===== src/rtl/count_capture_pkg.sv =====
// Shared types and defaults for the count_capture snapshot block.
package count_capture_pkg;

  localparam int WIDTH_DEF = 8;
  localparam int DEPTH_DEF = 4;

  typedef struct packed {
    logic                 wrap;
    logic [WIDTH_DEF-1:0] data;
  } cap_entry_t;

  function automatic int entry_bits(input int width);
    return width + 1;
  endfunction

endpackage


===== src/rtl/count_capture_fifo.sv =====
// Snapshot storage: circular buffer with level-derived full/empty.
module count_capture_fifo #(
  parameter  int W     = 9,
  parameter  int DEPTH = 4,
  localparam int AW    = $clog2(DEPTH),
  localparam int LW    = AW + 1
) (
  input  logic          clk,
  input  logic          rst,
  input  logic          i_push,
  input  logic          i_pop,
  input  logic [W-1:0]  i_data,
  output logic [W-1:0]  o_data,
  output logic [LW-1:0] o_level,
  output logic          o_full,
  output logic          o_empty
);

  logic [W-1:0]  r_mem [DEPTH];
  logic [AW-1:0] r_wptr;
  logic [AW-1:0] r_rptr;
  logic [LW-1:0] r_level;

  always_ff @(posedge clk) begin
    if (i_push) r_mem[r_wptr] <= i_data;
  end

  always_ff @(posedge clk) begin
    if (rst) begin
      r_wptr  <= '0;
      r_rptr  <= '0;
      r_level <= '0;
    end else begin
      if (i_push) r_wptr <= r_wptr + 1'b1;
      if (i_pop)  r_rptr <= r_rptr + 1'b1;
      r_level <= r_level + LW'(i_push) - LW'(i_pop);
    end
  end

  assign o_level = r_level;
  assign o_empty = (r_level == '0);
  assign o_full  = (r_level == LW'(DEPTH));
  // Head reads as zero when empty so reset leaves clean outputs.
  assign o_data  = o_empty ? '0 : r_mem[r_rptr];

endmodule


===== src/rtl/count_capture.sv =====
// Counter snapshot queue with sticky overflow; optional wrap tagging
// is enabled by defining COUNT_CAPTURE_WRAP_EN.
module count_capture
  import count_capture_pkg::*;
#(
  parameter  int WIDTH = WIDTH_DEF,
  parameter  int DEPTH = DEPTH_DEF,
  localparam int LW    = $clog2(DEPTH) + 1
) (
  input  logic             clk,
  input  logic             rst,
  input  logic [WIDTH-1:0] count,
  input  logic             cap_req,
  output logic             out_valid,
  input  logic             out_ready,
  output logic [WIDTH-1:0] out_data,
  output logic             out_wrap,
  output logic [LW-1:0]    level,
  output logic             overflow
);

  typedef struct packed {
    logic             wrap;
    logic [WIDTH-1:0] data;
  } entry_t;

  entry_t w_in;
  entry_t w_head;
  logic   w_push;
  logic   w_pop;
  logic   w_drop;
  logic   w_full;
  logic   w_empty;
  logic   r_ovf;

  assign out_valid = !w_empty;
  assign w_pop     = out_valid & out_ready;
  // A full queue still accepts when the head leaves this cycle.
  assign w_push    = cap_req & (!w_full | w_pop);
  assign w_drop    = cap_req & !w_push;
  assign w_in.data = count;

`ifdef COUNT_CAPTURE_WRAP_EN
  logic [WIDTH-1:0] r_prev;
  logic             r_wpend;
  logic             w_wrap_now;

  assign w_wrap_now = (count == '0) && (r_prev == '1);
  assign w_in.wrap  = r_wpend | w_wrap_now;

  always_ff @(posedge clk) begin
    if (rst) begin
      r_prev  <= '0;
      r_wpend <= 1'b0;
    end else begin
      r_prev <= count;
      if (w_push)          r_wpend <= 1'b0;
      else if (w_wrap_now) r_wpend <= 1'b1;
    end
  end
`else
  assign w_in.wrap = 1'b0;
`endif

  always_ff @(posedge clk) begin
    if (rst)         r_ovf <= 1'b0;
    else if (w_drop) r_ovf <= 1'b1;
  end

  count_capture_fifo #(
    .W     (entry_bits(WIDTH)),
    .DEPTH (DEPTH)
  ) u_fifo (
    .clk     (clk),
    .rst     (rst),
    .i_push  (w_push),
    .i_pop   (w_pop),
    .i_data  (w_in),
    .o_data  (w_head),
    .o_level (level),
    .o_full  (w_full),
    .o_empty (w_empty)
  );

  assign out_data = w_head.data;
  assign out_wrap = w_head.wrap;
  assign overflow = r_ovf;

endmodule


===== config.mk =====
export PLATFORM = sky130hd
export DESIGN_NAME = count_capture
export DESIGN_NICKNAME = d
export VERILOG_FILES = /design/src/rtl/count_capture_pkg.sv /design/src/rtl/count_capture_fifo.sv /design/src/rtl/count_capture.sv
export SDC_FILE = /design/constraint.sdc
export NUM_CORES = 1
export LEC_CHECK = 0
export CORE_ASPECT_RATIO = 0.6
export CORE_MARGIN = 8
export CORE_UTILIZATION = 40
export CTS_CLUSTER_DIAMETER = 150
export DETAILED_ROUTE_END_ITERATION = 16
export HOLD_SLACK_MARGIN = 0.12
export MAX_ROUTING_LAYER = met4
export PLACE_DENSITY = 0.7
export SETUP_SLACK_MARGIN = 0.3
export SYNTH_ARGS = -nofsm -noshare
export SYNTH_HDL_FRONTEND = slang
export SYNTH_SLANG_ARGS = --single-unit

===== constraint.sdc =====
create_clock -name clk -period 6.75 [get_ports clk]
set_input_delay 2.025 -clock clk [delete_from_list [all_inputs] [get_ports clk]]
set_output_delay 2.025 -clock clk [all_outputs]
set_load 0.02 [all_outputs]

==> flow_metrics.env <==
export IMPL_outcome="finished clean"
export IMPL_cp_data_arrival_time_ns=2.23
export IMPL_drc=0
export IMPL_grt_pass1_vias=941
export IMPL_vias=912
export IMPL_hold_start="overflow$_SDFFE_PP0P_"
export IMPL_worst_path_max_fanout=8
export IMPL_insertion_delay_ns=0.29
export IMPL_multi_input_area_um2=523
export IMPL_grt_usage_pct=10.3
export IMPL_rr_startpoint="u_fifo.o_level[1]$_SDFF_PP0_"
export IMPL_clock_sinks=42
export IMPL_hpwl_mm=2.20
export IMPL_holdBufCountCts=0
export IMPL_ios=26
export IMPL_synth_nets=126
export IMPL_rsz0062_at_grt="no"
export IMPL_yosys_warnings=0
export IMPL_rows=18
export IMPL_p_per_area_nw_per_um2=379
export IMPL_crit_chain="mux4_2 > nor2b_1 > clkdlybuf4s50_1"
export IMPL_fin_tns_setup_ns=0
export IMPL_antenna_found_initial=0
export IMPL_slowest_delay_ns=0.69
export IMPL_drt_wl_total_mm=3.07
export IMPL_initialDrtViolationCount=53
export IMPL_syn_inst=107
export IMPL_path_clk_slew_ns=0.08
export IMPL_synth_edf_count=32
export IMPL_avgViaCountPerCell=4.68
export IMPL_regArea_um2=1160
export IMPL_grt_ovfl_total=0
export IMPL_hold_path_end="overflow$_SDFFE_PP0P_"
export IMPL_critPathSlowestCell="dfxtp_1"
export IMPL_syn2layout_area_growth_pct=23.0
export IMPL_fin_area_um2=2140
export IMPL_ir_drop_v=0.000124
export IMPL_start_util_pct=42.1
export IMPL_finalHoldViolCount=0
export IMPL_gp_congestion=0.776
export IMPL_finalCriticalPeriod_ns=4.25
export IMPL_worst_setup_path_end_kind="output pin"
export IMPL_hold_class="reg -> reg"
export IMPL_netlist_area_um2=1740
export IMPL_synthSimpleGateAreaFrac_pct=10.3
export IMPL_synth_area_leaders="edfxtp_1, dfxtp_1, mux4_2"
export IMPL_setup_viol=0
export IMPL_root_buffer="clkbuf_8"
export IMPL_htree_levels=2
export IMPL_leakagePower_nw=0.746
export IMPL_synth_largest_area_cell="edfxtp_1"
export IMPL_cp_required_ns=4.72
export IMPL_startpoint_type="flop"
export IMPL_final_nets=153
export IMPL_relSlewSlack_pct=62.1
export IMPL_synth_ff_type="edfxtp_1"
export IMPL_synth_xor_area_share_pct=1.01
export IMPL_cts_resized=0
export IMPL_n_fill_cell=370
export IMPL_synth_compound_area_share_pct=1.29
export IMPL_async_flop_share_pct=0
export IMPL_finClkSkew_ns=0.00314
export IMPL_cts_tree="yes"
export IMPL_die_h_um=67.1
export IMPL_synth_top_family_by_area="multiplexers"
export IMPL_die_x_um=101
export IMPL_seq_area_frac_synth_pct=66.6
export IMPL_antenna_left=0
export IMPL_r2r_cells=11
export IMPL_worstMarginPinSlew_ns=0.567
export IMPL_fin_crit_sh_pct=63.0
export IMPL_rrSetupSlack_ns=4.39
export IMPL_synth_adder_area_share_pct=5.46
export IMPL_cts_buffer_depth=2
export IMPL_drive_gt1_share_pct=14.1
export IMPL_r2r_end="u_fifo.o_level[2]$_SDFF_PP0_"
export IMPL_place_area_um2=2030
export IMPL_path_class="reg -> out"
export IMPL_synth_area_per_cell_um2=16.3
export IMPL_cts_inserted_buffers=5
export IMPL_die_area_um2=6790
export IMPL_numPortBuffers=24
export IMPL_core_area_um2=4140
export IMPL_muxShareOfSynthArea_pct=11.8
export IMPL_diodes=0
export IMPL_postCtsSetupBuffers=0
export IMPL_max_clock_freq_mhz=235
export IMPL_grt_max_degree=14
export IMPL_maxSlewViolCount=0
export IMPL_drv_cap=0
export IMPL_wl_per_cell_um=15.7
export IMPL_ys_types=27
export IMPL_synth_top_area_share_pct=55.1
export IMPL_grt_pass1_wl_mm=4.87
export IMPL_drtPass1Iterations=4
export IMPL_ys_seq_elements=42
export IMPL_holdPathStages=2
## cell usage after synthesis, drive strengths merged, types with 2 or more instances
master,number
edfxtp,32
dfxtp,10
nor2b,10
mux4,8
inv,7
nor2,7
ha,6
and2,5
buf,3
a21oi,2
clkbuf,2
nand2b,2
nor3,2
xor2,2
## registers in the layout, indices dropped and copies added (netlist names), named ones only
name and flops:
u_fifo.r_mem 32, u_fifo.o_level 3, u_fifo.r_rptr 2, u_fifo.r_wptr 2, overflow 1
## routing by layer
metal  vias up  GRT usage (%)  wire [um]
li1        433              -          -
met1       449           11.6       1380
met2        22           15.7       1440
met3         8           3.79        174
met4         0           6.08         68
met5         -              -          0
## cell families after synthesis
group                      count (synthesis)
other                                      1
xor gates and xnor gates                   2
AOI/OAI and AO/OA                          4
and+or+nand+nor                           29
muxes                                     10
adders and majority gates                  7
DFF                                       42
buffers and inverters                     12
## where the power goes
part           switching [mW]  internal, mW  total, mW
Clock                  0.0841         0.110      0.194
Sequential             0.0364         0.312      0.348
Combinational           0.126         0.143      0.269
## final cells by class
type	instances	share of cell area (%)
Sequential cell	42	54.2
Multi-Input combinational cell	53	24.4
Timing Repair Buffer	25	11.6
Tap cell	60	3.50
Clock buffer	6	3.39
Clock inverter	2	1.75
Inverter	7	1.23
## layout by cell type (no fill, tap or decap), types with 2 or more instances in the layout
master,netlist,routed
edfxtp_1,32,32
clkdlybuf4s50_1,0,24
dfxtp_1,10,10
nor2b_1,9,9
mux4_2,8,8
inv_1,7,7
nor2_1,7,7
ha_1,6,6
and2_1,5,5
clkbuf_8,0,5
nor3_1,2,2
xor2_1,2,2
a21oi_1,2,2
nand2b_1,2,2
## per-stage QoR
step	hold slack (ns)	total power, mW	util, %	setup slack [ns]	instances
floorplan	0.459	0.517	-	2.99	107
global placement	0.466	0.619	49.1	2.41	187
detailed placement	0.460	0.630	49.1	2.31	187
CTS	0.478	0.825	51.7	2.45	195
global route	0.516	0.858	51.7	2.35	195
finish	0.469	0.812	51.7	2.50	195
## worst max path at each step
stage          slack [ns]                            to       from
3_3_place_gp         2.41  u_fifo.o_level[2]$_SDFF_PP0_  out_ready
2_1_floorplan        2.99  u_fifo.o_level[2]$_SDFF_PP0_  out_ready
3_5_place_dp         2.31  u_fifo.o_level[2]$_SDFF_PP0_  out_ready
5_1_grt              2.35                   out_data[2]       flop
6_report             2.50                   out_data[0]       flop
4_1_cts              2.45                   out_data[0]       flop
## critical path, delay by kind of cell (launching register included)
kind          cells  cell delay [ns]
buf+inv           1             0.54
flops             1             0.69
mux               1             0.57
simple gates      1             0.15
Note: power is estimated with default switching activity, not from simulation.
